**src/rtl/b10_arb_pkg.sv**
```systemverilog
// Shared types and widths for the vote-transfer arbiter.
package b10_arb_pkg;

  localparam int VOTE_W = 4;
  localparam int CNT_W  = 8;

  typedef enum logic [1:0] {
    IDLE     = 2'd0,
    SEND     = 2'd1,
    WAIT_LOW = 2'd2,
    ACK      = 2'd3
  } arb_state_e;

  // Index of the set bit in a one-hot vector of up to 8 stations.
  function automatic logic [2:0] oh2idx(input logic [7:0] oh);
    logic [2:0] r;
    r = '0;
    for (int i = 0; i < 8; i++)
      if (oh[i]) r = 3'(i);
    return r;
  endfunction

endpackage

```
**src/rtl/b10_vote_arbiter_if.sv**
```systemverilog
// Station/receiver bundle of the vote arbiter; master drives requests, slave is the arbiter.
interface b10_vote_arbiter_if #(parameter int NREQ = 4);
  import b10_arb_pkg::*;

  logic [NREQ-1:0]              req;
  logic [NREQ-1:0][VOTE_W-1:0]  vote_in;
  logic                         cts;
  logic [NREQ-1:0]              gnt;
  logic [NREQ-1:0]              ack;
  logic                         rts;
  logic [VOTE_W-1:0]            v_out;
  logic                         err;
  logic [CNT_W-1:0]             xfer_cnt;

  modport master (
    output req, vote_in, cts,
    input  gnt, ack, rts, v_out, err, xfer_cnt
  );

  modport slave (
    input  req, vote_in, cts,
    output gnt, ack, rts, v_out, err, xfer_cnt
  );
endinterface

```
**src/rtl/b10_rr_pick.sv**
```systemverilog
// Combinational round-robin picker: first requester strictly after ptr, wrapping.
module b10_rr_pick #(
  parameter int NREQ = 4,
  parameter int PW   = (NREQ > 1) ? $clog2(NREQ) : 1
) (
  input  logic [NREQ-1:0] req,
  input  logic [PW-1:0]   ptr,
  output logic [NREQ-1:0] win,
  output logic            vld
);

  logic [PW:0] sum;

  always_comb begin
    win = '0;
    vld = 1'b0;
    sum = '0;
    for (int k = 1; k <= NREQ; k++) begin
      sum = {1'b0, ptr} + (PW+1)'(k);
      if (sum >= (PW+1)'(NREQ)) sum = sum - (PW+1)'(NREQ);
      if (!vld && req[sum[PW-1:0]]) begin
        win[sum[PW-1:0]] = 1'b1;
        vld              = 1'b1;
      end
    end
  end

endmodule

```
**src/rtl/b10_vote_arbiter.sv**
```systemverilog
// Round-robin arbiter moving one station's vote over a 4-phase rts/cts channel.
// Optional handshake watchdog enabled by defining B10_ARB_TIMEOUT_EN.
module b10_vote_arbiter
  import b10_arb_pkg::*;
#(
  parameter int NREQ    = 4,
  parameter int TIMEOUT = 15
) (
  input  logic               clock,
  input  logic               reset,
  b10_vote_arbiter_if.slave  bus
);

  localparam int PW = (NREQ > 1) ? $clog2(NREQ) : 1;

  arb_state_e         state;
  logic [NREQ-1:0]    gnt_q, ack_q, pick_oh;
  logic               pick_vld;
  logic [PW-1:0]      ptr, pick_idx, gnt_idx;
  logic               rts_q;
  logic [VOTE_W-1:0]  v_q;
  logic [CNT_W-1:0]   xfer_q;
  logic               to_hit;

  b10_rr_pick #(.NREQ(NREQ), .PW(PW)) u_pick (
    .req (bus.req),
    .ptr (ptr),
    .win (pick_oh),
    .vld (pick_vld)
  );

  assign pick_idx = PW'(oh2idx(8'(pick_oh)));
  assign gnt_idx  = PW'(oh2idx(8'(gnt_q)));

`ifdef B10_ARB_TIMEOUT_EN
  logic [7:0] wd_cnt;
  logic       err_q;

  // Counter sits at zero in IDLE, so it is already clear on SEND entry.
  assign to_hit = (state == SEND || state == WAIT_LOW) && (wd_cnt == 8'(TIMEOUT));

  always_ff @(posedge clock) begin
    if (reset) begin
      wd_cnt <= '0;
      err_q  <= 1'b0;
    end else begin
      err_q <= to_hit;
      if (state == SEND || state == WAIT_LOW) wd_cnt <= wd_cnt + 8'd1;
      else                                    wd_cnt <= '0;
    end
  end

  assign bus.err = err_q;
`else
  assign to_hit  = 1'b0;
  assign bus.err = 1'b0;
`endif

  always_ff @(posedge clock) begin
    if (reset) begin
      state  <= IDLE;
      gnt_q  <= '0;
      ack_q  <= '0;
      rts_q  <= 1'b0;
      v_q    <= '0;
      xfer_q <= '0;
      ptr    <= PW'(NREQ - 1);
    end else begin
      ack_q <= '0;
      case (state)
        IDLE: begin
          if (pick_vld) begin
            state <= SEND;
            gnt_q <= pick_oh;
            v_q   <= bus.vote_in[pick_idx];
            rts_q <= 1'b1;
          end
        end
        SEND: begin
          if (to_hit) begin
            state <= IDLE;
            rts_q <= 1'b0;
            gnt_q <= '0;
            ptr   <= gnt_idx;
          end else if (bus.cts) begin
            state <= WAIT_LOW;
            rts_q <= 1'b0;
          end
        end
        WAIT_LOW: begin
          if (to_hit) begin
            state <= IDLE;
            gnt_q <= '0;
            ptr   <= gnt_idx;
          end else if (!bus.cts) begin
            state  <= ACK;
            ack_q  <= gnt_q;
            xfer_q <= xfer_q + 8'd1;
            ptr    <= gnt_idx;
          end
        end
        ACK: begin
          state <= IDLE;
          gnt_q <= '0;
        end
        default: state <= IDLE;
      endcase
    end
  end

  assign bus.gnt      = gnt_q;
  assign bus.ack      = ack_q;
  assign bus.rts      = rts_q;
  assign bus.v_out    = v_q;
  assign bus.xfer_cnt = xfer_q;

endmodule

```
**src/flat_wrapper.sv**
```systemverilog
// flat-port wrapper written by rule: the top's interface ports become plain ports
module b10_vote_arbiter_flat import b10_arb_pkg::*;
#(
  parameter int NREQ    = 4,
  parameter int TIMEOUT = 15
)
  (clock, reset, bus_req, bus_vote_in, bus_cts, bus_gnt, bus_ack, bus_rts, bus_v_out, bus_err, bus_xfer_cnt);
  b10_vote_arbiter_if #(.NREQ(NREQ)) bus_i ();
  input  logic clock;
  input  logic reset;
  input wire logic [$bits(bus_i.req)-1:0] bus_req;
  input wire logic [$bits(bus_i.vote_in)-1:0] bus_vote_in;
  input wire logic [$bits(bus_i.cts)-1:0] bus_cts;
  output wire logic [$bits(bus_i.gnt)-1:0] bus_gnt;
  output wire logic [$bits(bus_i.ack)-1:0] bus_ack;
  output wire logic [$bits(bus_i.rts)-1:0] bus_rts;
  output wire logic [$bits(bus_i.v_out)-1:0] bus_v_out;
  output wire logic [$bits(bus_i.err)-1:0] bus_err;
  output wire logic [$bits(bus_i.xfer_cnt)-1:0] bus_xfer_cnt;
  assign bus_i.req = bus_req;
  assign bus_i.vote_in = bus_vote_in;
  assign bus_i.cts = bus_cts;
  assign bus_gnt = bus_i.gnt;
  assign bus_ack = bus_i.ack;
  assign bus_rts = bus_i.rts;
  assign bus_v_out = bus_i.v_out;
  assign bus_err = bus_i.err;
  assign bus_xfer_cnt = bus_i.xfer_cnt;
  b10_vote_arbiter #(.NREQ(NREQ), .TIMEOUT(TIMEOUT)) u_core (.clock(clock), .reset(reset), .bus(bus_i));
endmodule
```
**config.mk**
```make
export PLATFORM = sky130hd
export DESIGN_NAME = b10_vote_arbiter_flat
export DESIGN_NICKNAME = d
export VERILOG_FILES = /design/src/rtl/b10_arb_pkg.sv /design/src/rtl/b10_vote_arbiter_if.sv /design/src/rtl/b10_rr_pick.sv /design/src/rtl/b10_vote_arbiter.sv /design/src/flat_wrapper.sv
export SDC_FILE = /design/constraint.sdc
export NUM_CORES = 1
export LEC_CHECK = 0
export BUFFER_PORTS_ARGS = -buffer_cell sky130_fd_sc_hd__buf_2
export CAP_MARGIN = 25
export CORE_MARGIN = 5
export CORE_UTILIZATION = 56
export CTS_CLUSTER_SIZE = 28
export DETAILED_ROUTE_END_ITERATION = 10
export PLACE_DENSITY = 0.85
export SETUP_SLACK_MARGIN = 0.02
export SYNTH_ARGS = -nofsm -noshare
export SYNTH_HDL_FRONTEND = slang
export SYNTH_SLANG_ARGS = --single-unit
```
**constraint.sdc**
```tcl
create_clock -name clock -period 5.05 [get_ports clock]
set_input_delay 0.7575 -clock clock [delete_from_list [all_inputs] [get_ports clock]]
set_output_delay 0.7575 -clock clock [all_outputs]
set_load 0.01 [all_outputs]
```
# After elaboration in Yosys (flattened, before gate mapping)
# Index checks and enable logic that the tools add are counted.
[word_totals]
register_bits = 25
input_bits = 23
output_inout_bits = 22
wordCells = 105
[classes]
addsub = 9
order_cmp = 13
n_eq_ne = 6
n_mux = 45
bitwise_logic = 6
reduce_logical = 19
[ops]
columns = ["operator", "n"]
rows = [
  ["2-to-1 mux 4 bit", 6],
  ["2-to-1 mux 2 bit", 11],
  ["2-to-1 mux 1 bit", 16],
  ["< comparator 2 x 3 -> 1 bit (second input constant)", 5],
  ["greater-or-equal comparator 3 bit (second input constant)", 4],
  ["bitwise OR 4 bit", 3],
  ["adder 8 x 1 -> 8 bit (second input constant)", 1],
  ["binary-select mux 1 bit (select 2 bit)", 4],
  ["binary-select mux 4 bit (select 2 bit)", 1],
  ["demux 1 bit (select 2 bit)", 4],
  ["greater-or-equal comparator 2 x 1 -> 1 bit (second input constant)", 4],
  ["case mux 2 bit (4 select lines)", 1],
  ["case mux 4 bit (2 select lines)", 1],
  ["subtractor 2 x 1 -> 2 bit (second input constant)", 4],
  ["logical AND 1 bit", 7],
  ["adder 2 x 2 -> 3 bit (second input constant)", 2],
  ["AND reduction 2 bit", 3],
  ["AND reduction 3 bit", 2],
  ["equality test 2 bit (second input constant)", 2],
  ["!= test 2 bit (second input constant)", 2],
  ["adder 2 x 1 -> 3 bit (second input constant)", 1],
  ["adder 2 x 3 -> 3 bit (second input constant)", 1],
  ["zero test 1 bit", 3],
  ["inverter 1 bit", 3],
  ["7 further kinds", 7],
]

# Longest topological paths before layout
# Gate-level depths: netlist of run 1.
[logic_depth]
ltp_word = 20
mapped_depth = 9
mapped_depth_nobuf = 8

# By module
# From an unflattened synthesis of run 1, not the netlist that was laid out.
[unflattened]
hier_cells = 182
area_unflattened_um2 = 1655.3
[modules_own_cells]
columns = ["module", "instances", "cells_each", "area_each_um2", "seq_area_each_um2"]
rows = [
  ["b10_vote_arbiter", 1, 134, 1239.9, 500.5],
  ["b10_rr_pick", 1, 48, 415.4, 0.0],
]

# Worst setup path before layout of run 1
# OpenSTA, ideal clock, no wires.
[synth_timing]
path_kind = "input -> register"
start = "input bus_req[1]"
end = "register u_core.v_q[0] (netlist: u_core.bus.v_out[0])"
setup_ns = 0.091
arrival_time_ns = 2.325
setup_slack_ns = 2.634
cell_stages = 6
cell_sequence = "mux4_2 > or3b_1 > a21o_1 > a31oi_1 > o21ai_1 > a311oi_1"
[synth_via]
elab_chain_cells = 17
word_cells_on_any_way = 31
classes_between = "mux (21); bitwise (3); reduce/logical (7)"
[synth_rtl]
columns = ["item", "line_no", "rtl"]
rows = [
  ["start: declaration", "flat_wrapper.sv:11", "input wire logic [$bits(bus_i.req)-1:0] bus_req;"],
  ["binary-select mux 1 bit (select 2 bit)", "b10_rr_pick.sv:21", "if (!vld && req[sum[PW-1:0]]) begin"],
  ["2-to-1 mux 1 bit (implied by the code)", "b10_rr_pick.sv:21", ""],
  ["2-to-1 mux 1 bit", "b10_rr_pick.sv:21", ""],
  ["zero test 1 bit", "b10_rr_pick.sv:21", ""],
  ["logical AND 1 bit", "b10_rr_pick.sv:21", ""],
  ["2-to-1 mux 1 bit", "b10_rr_pick.sv:21", ""],
  ["zero test 1 bit", "b10_rr_pick.sv:21", ""],
  ["logical AND 1 bit", "b10_rr_pick.sv:21", ""],
  ["2-to-1 mux 1 bit", "b10_rr_pick.sv:21", ""],
  ["zero test 1 bit", "b10_rr_pick.sv:21", ""],
  ["logical AND 1 bit", "b10_rr_pick.sv:21", ""],
  ["2-to-1 mux 4 bit", "b10_rr_pick.sv:21", ""],
  ["2-to-1 mux 1 bit", "b10_arb_pkg.sv:19", "if (oh[i]) r = 3'(i);"],
  ["2-to-1 mux 2 bit (2 in a row)", "b10_arb_pkg.sv:19", ""],
  ["binary-select mux 4 bit (select 2 bit)", "b10_vote_arbiter.sv:75", "v_q <= bus.vote_in[pick_idx];"],
  ["2-to-1 mux 4 bit (implied by the code)", "b10_vote_arbiter.sv:75", ""],
  ["end signal: assignment", "b10_vote_arbiter.sv:75", ""],
  ["end: declaration", "b10_vote_arbiter.sv:21", "logic [VOTE_W-1:0] v_q;"],
]
# Several ways; a longest one is shown, not always the timed one. The select of a mux whose other input is x is not followed.
# A chain may end at the register's enable or synchronous reset.

# Worst setup path in the final report of run 1
[layout_timing]
start = "register u_core.ptr[0]"
end = "register u_core.v_q[0] (netlist: u_core.bus.v_out[0])"
[layout_via]
elab_chain_cells = 20
word_cells_on_any_way = 67
classes_between = "add/sub (8); order compare (12); mux (33); bitwise (3); reduce/logical (11)"
[layout_rtl]
columns = ["item", "line_no", "rtl"]
rows = [
  ["start: declaration", "b10_vote_arbiter.sv:19", "logic [PW-1:0] ptr, pick_idx, gnt_idx;"],
  ["start signal: assignment", "b10_vote_arbiter.sv:67", "ptr <= PW'(NREQ - 1);"],
  ["start signal: assignment", "b10_vote_arbiter.sv:84", "ptr <= gnt_idx;"],
  ["start signal: assignment", "b10_vote_arbiter.sv:94", "ptr <= gnt_idx;"],
  ["branches (longest 20 deep; another with adder 2 x 1 -> 3 bit)", "--", ""],
]
# Several ways; the timed one is not identified. The select of a mux whose other input is x is not followed.

==> metrics.yaml, run 1 <==
rr_worst_depth: 8
synth_nets: 226
tns_ps: 0
die-area_um2: 4000
rows: 19
fmax_mhz: 365
crit_path_end_kind: "flip-flop"
cts_hold_buf: 0
cts_root_buffer: "clkbuf_4"
crit_chain: "inv_1, ha_1, mux4_2, or3b_1, a31oi_2, a2111oi_2, o21ai_1, a311oi_1"
clk_latency_ps: 310
netlist_instances: 190
cts_max_level: 1
final_common_cell: "buf_2"
leakage_nw: 0.869
period_needed_ps: 2740
synth.distinct_cells: 46
tritoncts: "yes"
grt-ovfl-total: 0
switching_share_pct: 40.9
drc: 0
rrSetupSlack_ps: 2310
intPower_w: 0.000426
hp-class: "reg -> reg"
io_buffers: 43
antenna_found_initial: 0
clk_pin_slew_worst_paths_ps: 130
ys_seq_area_share_pct: 31.5
final_nets: 270
worstMarginPinSlew_ps: 950
grt_usage_pct: 16.4
critPathKind: "reg -> reg"
ctsResizeCount: 0
grt_pass1_wl_mm: 5.49
die_w_um: 63.2
clock-sinks: 25
antenna_cells: 0
power_frac_seq_pct: 38.4
numCtsBuffers: 3
cts_setup_buffers: 0
critPathLaunchType: "flip-flop"
power_density_nw_per_um2: 392
wirelength_mm: 3.29
ys_ff_latch: 25
start_util_pct: 58.0
status: "completed"
worst-path-max-fanout: 11
worstPathRequired_ps: 5280
grt_start_max_net_pins: 24
avgSynthCellArea_um2: 8.35
ant_nets: 0
power_switching_w: 0.000295
drt_iter0_drc: 61
fp.dieH_um: 63.2
r2r-end: "u_core.bus.v_out[0]"
vias_per_cell: 5.52
core_region_area_um2: 2730
regToRegStartpoint: "u_core.ptr[0]"
cpPeakStageDelay_ps: 610
pin_count: 45
wl_per_cell_um: 12.5
relSlewSlack_pct: 36.1
final_cell_mix: "buf_2 (43), dfxtp_1 (25), nor2_1 (22)"
cp.arrival_ps: 2960
synthesis.area_um2: 1590
drv_slew: 0
hpwl_mm: 2.65
rsz0062_at_grt: "false"
critPathCapture: "u_core.bus.v_out[0]"
p_comb_share_pct: 49.8
clock_skew_ps: 5.79
drive_above_1_share_pct: 24.5
grt_pass1_vias: 1318
clk_path_buf_depth: 2
hold_viol: 0
yosys_warnings: 0
worstSetupStartpoint: "u_core.ptr[0]"
syn2layout_area_growth_pct: 16.0
fin_util_pct: 67.3
fin_crit_sh_pct: 54.2
slowest_stage: "dfxtp_1"
gp_congestion: 0.889
first_pass_iters: 4
ir_worst_vdd_mv: 0.273
drv_cap: 0
p_clk_share_pct: 11.9
setup_viol: 0
num_vias: 1457
==> worst max-delay path: cells and delay by family, from the launching register on <==
| family | cells | cell delay (ps) |
|---|---|---|
| buffers and inverters | 1 | 190 |
| AOI/OAI and AO/OA | 4 | 950 |
| DFF | 1 | 610 |
| and+or+nand+nor | 1 | 200 |
| muxes | 1 | 340 |
| adders and majority gates | 1 | 360 |
==> power by group through the flow <==
stage | Clock (W) | Sequential, W | Combinational [W]
global route | 0.0000980 | 0.000284 | 0.000402
global placement | 0 | 0.000280 | 0.000355
floorplan | 0 | 0.000286 | 0.000262
finish | 0.0000855 | 0.000277 | 0.000359
detailed placement | 0 | 0.000281 | 0.000359
CTS | 0.0000884 | 0.000277 | 0.000360
==> how the worst min path moves through the flow <==
stage / from / to / slack [ps] / cells past startpoint
global placement: u_core.bus.xfer_cnt[7] / u_core.bus.xfer_cnt[7] / 470 / 2
finish: u_core.bus.xfer_cnt[7] / u_core.bus.xfer_cnt[7] / 490 / 2
detailed placement: u_core.bus.xfer_cnt[1] / u_core.bus.xfer_cnt[1] / 490 / 2
global route: u_core.bus.xfer_cnt[1] / u_core.bus.xfer_cnt[1] / 530 / 2
floorplan: u_core.bus.xfer_cnt[7] / u_core.bus.xfer_cnt[7] / 500 / 2
CTS: u_core.bus.xfer_cnt[7] / u_core.bus.xfer_cnt[7] / 500 / 2
==> kinds of logic after synthesis <==
family	synth area share, %
DFF	31.5
adders and majority gates	10.3
other	0.236
muxes	4.26
AOI/OAI and AO/OA	21.2
buffers and inverters	4.73
xor gates and xnor gates	2.76
and+or+nand+nor	25.0
==> cell type report <==
type / count / area, µm²
tap: 31 / 38.8
fill: 218 / 893
sequential: 25 / 500
multi-input combinational: 148 / 1010
timing repair buffer: 43 / 215
inverter: 13 / 48.8
clock buffer: 4 / 26.3
==> through the flow <==
step / area, µm² / hold slack [ps] / total power, W / cells / setup WS, ps
2_1_floorplan: 1590 / 502 / 0.000548 / 190 / 2630
4_1_cts: 1840 / 504 / 0.000725 / 264 / 2280
6_report: 1840 / 493 / 0.000721 / 264 / 2310
3_3_place_gp: 1810 / 475 / 0.000635 / 260 / 2370
5_1_grt: 1840 / 531 / 0.000783 / 264 / 2080
3_5_place_dp: 1810 / 486 / 0.000640 / 260 / 2320
==> Yosys cell counts, drive strengths merged <==
cell	instances	share of area [%]
and3	1	0.39
mux4	3	4.3
a221o	1	0.63
nor2b	4	1.6
a2bb2oi	1	0.95
a211o	1	0.63
a21o	3	1.5
inv	12	2.8
nand2	17	4.2
nand2b	2	0.79
nor3	10	3.2
clkinv	1	0.24
buf	2	1.2
a21boi	1	0.47
o21ai	8	2.5
nor4	1	0.39
xor2	4	2.2
nor3b	1	0.47
clkbuf	2	0.47
a31oi	5	2.4
a21bo	1	0.63
nand4	3	1.2
nor2	22	5.2
and2	4	1.6
nand3	5	1.6
o21bai	1	0.47
a221oi	1	0.55
or3b	4	2.2
conb	1	0.24
nand3b	1	0.47
or3	2	0.79
a311oi	4	2.2
ha	13	10
a2111oi	1	0.95
and3b	1	0.63
a21oi	12	3.8
or2	1	0.39
a2111o	1	0.71
a22oi	6	2.8
xnor2	1	0.55
dfxtp	25	32
==> routing by layer <==
metal | share of wire (%) | vias to the layer above | global-route usage (%)
met2 | 50 | 32 | 27.6
met1 | 43 | 655 | 20.5
met3 | 5.9 | 4 | 3.20
met5 | 0 | - | 0
met4 | 1.1 | 0 | 6.23
li1 | - | 766 | -
==> sequential cells by signal, summed over array words and instances (netlist names) <==
name and flops:
u_core.state 2, u_core.bus.ack 4, u_core.ptr 2, u_core.bus.xfer_cnt 8, u_core.bus.v_out 4, u_core.bus.rts 1, u_core.bus.gnt 4
Note: power is estimated with default switching activity, not from simulation.
==> inputs of run 2 (changes only) <==
--- a/config.mk
+++ b/config.mk
@@ -8,10 +8,10 @@
 export BUFFER_PORTS_ARGS = -buffer_cell sky130_fd_sc_hd__buf_2
 export CAP_MARGIN = 25
 export CORE_MARGIN = 5
-export CORE_UTILIZATION = 56
+export CORE_UTILIZATION = 47
 export CTS_CLUSTER_SIZE = 28
 export DETAILED_ROUTE_END_ITERATION = 10
-export PLACE_DENSITY = 0.85
+export PLACE_DENSITY = 0.76
 export SETUP_SLACK_MARGIN = 0.02
 export SYNTH_ARGS = -nofsm -noshare
 export SYNTH_HDL_FRONTEND = slang
==> constraint.sdc (replaced) <==
create_clock -name clock -period 2.2 [get_ports clock]
set_input_delay 0.33 -clock clock [delete_from_list [all_inputs] [get_ports clock]]
set_output_delay 0.33 -clock clock [all_outputs]
set_load 0.01 [all_outputs]
==> metrics.yaml, run 2 (synthesis gave the netlist of run 1 again) <==
drive_above_1_share_pct: 34.6
pin_count: 45
crit_path_end_kind: "flip-flop"
setup_viol: 2
final_cell_mix: "buf_2 (43), dfxtp_1 (23), nor2_1 (22)"
clk_latency_ps: 310
first_pass_iters: 4
cp.arrival_ps: 2450
drc: 0
drt_iter0_drc: 69
setup_ws_ps: -20.9
leakage_nw: 0.970
cts_root_buffer: "clkbuf_4"
cts_max_level: 1
wl_per_cell_um: 12.5
gp_congestion: 0.912
fmax_mhz: 450
clk_path_buf_depth: 2
hold_viol: 0
critPathKind: "reg -> reg"
rows: 21
die-area_um2: 4640
core_region_area_um2: 3310
rrSetupSlack_ps: -20
dp_cells: 296
grt_pass1_wl_mm: 6.02
fin_cells: 300
final_common_cell: "buf_2"
antenna_found_initial: 0
clock-sinks: 25
hpwl_mm: 3.01
final_nets: 291
wirelength_mm: 3.76
drv_cap: 0
hp-class: "in -> reg"
violations: "setup timing"
numCtsBuffers: 3
tritoncts: "yes"
num_vias: 1553
ant_nets: 0
io_buffers: 43
start_util_pct: 47.9
worst-path-max-fanout: 5
vias_per_cell: 5.18
fin_crit_sh_pct: 101
drv_slew: 0
worstPathRequired_ps: 2430
rsz0062_at_grt: "true"
grt_start_max_net_pins: 24
ir_worst_vdd_mv: 0.511
status: "finished, violations left"
fp.dieH_um: 68.1
period_needed_ps: 2220
critPathLaunchType: "flip-flop"
largest_reg_flops: 8
clk_pin_slew_worst_paths_ps: 120
syn2layout_area_growth_pct: 31.3
antenna_cells: 0
grt_pass1_vias: 1410
grt-ovfl-total: 0
power_density_nw_per_um2: 874
grt_usage_pct: 16.6
die_w_um: 68.1
fin_util_pct: 62.9
clock_skew_ps: 4.92
## run 2: worst paths after layout
kind                                from                      to  cells after the start
setup / recovery           u_core.ptr[0]     u_core.bus.v_out[0]                      7
hold / removal            bus_vote_in[9]     u_core.bus.v_out[1]                      3
setup reg to reg           u_core.ptr[0]     u_core.bus.v_out[0]                      7
hold reg to reg   u_core.bus.xfer_cnt[7]  u_core.bus.xfer_cnt[7]                      2
## run 2: through the flow
stage | power, W | hold slack, ps | TNS (ps) | cell area (µm²) | worst slack, ps
global placement | 0.00159 | 467 | -25.4 | 2030 | -24.1
finish | 0.00182 | 286 | -34.0 | 2080 | -20.9
CTS | 0.00182 | 282 | -37.9 | 2080 | -29.5
floorplan | 0.00131 | 402 | 0 | 1630 | 13.6
detailed placement | 0.00161 | 484 | -227 | 2030 | -60.8
global route | 0.00197 | 289 | -531 | 2080 | -149
## run 2: final cells by class
class,count,area [µm²]
fillers,315,1230
multi-input cells,148,1060
clock buffers,4,26.3
flip-flops and latches,25,508
repair buffers,64,377
well taps,46,57.6
inverters,13,50.0
## run 2: what timing repair did
action | in CTS | in global routing
cloned | 0 | 0
hold endpoints to repair | 0 | 0
hold buffers | 0 | 0
gates resized for setup | 7 | 1
setup buffers | 0 | 0
setup endpoints to repair | 5 | 5
pin swaps | 4 | 1
## run 2: per-layer routing
metal / vias up / GRT usage, % / part of all wire, %
li1: 809 / - / -
met1: 697 / 20.8 / 47
met2: 43 / 29.2 / 47
met3: 4 / 2.63 / 5.6
met4: 0 / 4.22 / 0.61
met5: - / 0 / 0
## run 2: critical path: stages (launching register included)
cell	delay, ps
dfxtp_4	410
buf_6	120
mux4_2	570
a21oi_2	150
a2bb2oi_2	100
a2111oi_4	360
o21ai_1	150
a311oi_1	260
## run 2: where the power goes
group / internal (W) / leakage (nW) / switching [W]
Clock: 0.0000708 / 0.0150 / 0.000124
Combinational: 0.000468 / 0.752 / 0.000531
Sequential: 0.000547 / 0.204 / 0.0000807
Total: 0.00109 / 0.970 / 0.000736
==> inputs of run 3 (changes only) <==
--- a/config.mk
+++ b/config.mk
@@ -12,7 +12,6 @@
 export CTS_CLUSTER_SIZE = 28
 export DETAILED_ROUTE_END_ITERATION = 10
 export PLACE_DENSITY = 0.76
-export SETUP_SLACK_MARGIN = 0.02
 export SYNTH_ARGS = -nofsm -noshare
 export SYNTH_HDL_FRONTEND = slang
 export SYNTH_SLANG_ARGS = --single-unit
==> metrics.yaml, run 3 (synthesis gave the netlist of run 1 again) <==
status: "finished, violations left"
violations: "setup timing"
syn2layout_area_growth_pct: 32.6
final_nets: 291
drt_iter0_drc: 104
final_common_cell: "buf_2"
cts_max_level: 1
largest_reg_flops: 8
power_density_nw_per_um2: 907
fp.dieH_um: 68.1
period_needed_ps: 2230
first_pass_iters: 4
rrSetupSlack_ps: -30
dp_cells: 293
fin_cells: 300
drc: 0
num_vias: 1585
final_cell_mix: "buf_2 (43), dfxtp_1 (23), nor2_1 (22)"
r2r-end: "u_core.bus.v_out[0]"
worst-path-max-fanout: 7
ant_nets: 0
clk_latency_ps: 320
grt_start_max_net_pins: 24
slowest_stage: "mux4_2"
antenna_cells: 0
hold_viol: 0
clock_skew_ps: 10.7
tns_ps: -38.5
drive_above_1_share_pct: 35.0
io_buffers: 43
drv_slew: 0
clk_pin_slew_worst_paths_ps: 140
rsz0062_at_grt: "true"
critPathCapture: "u_core.bus.v_out[0]"
ir_worst_vdd_mv: 0.531
grt_usage_pct: 18.7
wirelength_mm: 3.97
place_ws_ps: -91.2
fin_util_pct: 63.6
drv_cap: 0
clk_path_buf_depth: 2
crit_path_end_kind: "flip-flop"
gp_congestion: 0.852
critPathKind: "reg -> reg"
power_w: 0.00191
tritoncts: "yes"
antenna_found_initial: 0
die-area_um2: 4640
rr_worst_depth: 6
clock-sinks: 25
die_w_um: 68.1
fmax_mhz: 449
crit_chain: "mux4_2, or3b_1, a21o_1, a31oi_1, o21ai_1, a311oi_1"
grt-ovfl-total: 0
grt_pass1_wl_mm: 6.67
rows: 21
vias_per_cell: 5.28
pin_count: 45
regToRegStartpoint: "u_core.ptr[0]"
core_region_area_um2: 3310
wl_per_cell_um: 13.2
cts_root_buffer: "clkbuf_4"
cp.arrival_ps: 2470
fin_crit_sh_pct: 101
grt_pass1_vias: 1532
hpwl_mm: 3.06
leakage_nw: 0.978
critPathLaunchType: "flip-flop"
setup_ws_ps: -25.6
worstPathRequired_ps: 2440
worstSetupStartpoint: "u_core.ptr[0]"
start_util_pct: 47.9
cpPeakStageDelay_ps: 590
numCtsBuffers: 3
hp-class: "in -> reg"
setup_viol: 2
## run 3: cell type report
type,instances,area [µm²]
multi-input combinational,148,1080
inverter,13,50.0
clock inverter,1,5.00
fill,318,1210
tap,46,57.6
sequential,25,508
clock buffer,3,22.5
timing repair buffer,64,380
## run 3: through the flow
step           cell area, µm²  hold WS (ps)
4_1_cts                  2060           257
3_5_place_dp             2010           480
2_1_floorplan            1630           402
3_3_place_gp             2010           463
6_report                 2100           267
5_1_grt                  2100           266
## run 3: worst max-delay path: cells and delay by family (launching register included)
kind,cells,cell delay (ps)
and+or+nand+nor,1,400
muxes,1,590
AOI/OAI and AO/OA,4,750
DFF,1,410
## run 3: report_power, final
part	switching, W	total [W]	internal (W)
sequential	0.0000874	0.000635	0.000548
clock	0.000134	0.000202	0.0000681
combinational	0.000565	0.00107	0.000507
total	0.000786	0.00191	0.00112
## run 3: worst min path at each step
stage / start / endpoint / slack (ps) / depth (start not counted)
2_1_floorplan: reset / u_core.bus.v_out[0] / 400 / 1
3_3_place_gp: u_core.bus.xfer_cnt[7] / u_core.bus.xfer_cnt[7] / 460 / 2
3_5_place_dp: u_core.bus.xfer_cnt[7] / u_core.bus.xfer_cnt[7] / 480 / 2
4_1_cts: bus_vote_in[10] / u_core.bus.v_out[2] / 260 / 3
5_1_grt: bus_vote_in[11] / u_core.bus.v_out[3] / 270 / 3
6_report: bus_vote_in[10] / u_core.bus.v_out[2] / 270 / 3
## run 3: repair_timing
action | 4_1_cts | 5_1_grt
buffers inserted | 1 | 2
cloned | 0 | 0
pin swaps | 3 | 4
gates resized for setup | 5 | 6
hold buffers | 0 | 0
setup endpoints to repair | 4 | 4
## run 3: metal layers
layer	GRT usage [%]	up-vias	wire (µm)
met2	30.6	57	1820
met3	4.76	4	278
met1	24.1	717	1840
met5	0	-	0
met4	5.21	0	32
li1	-	807	-
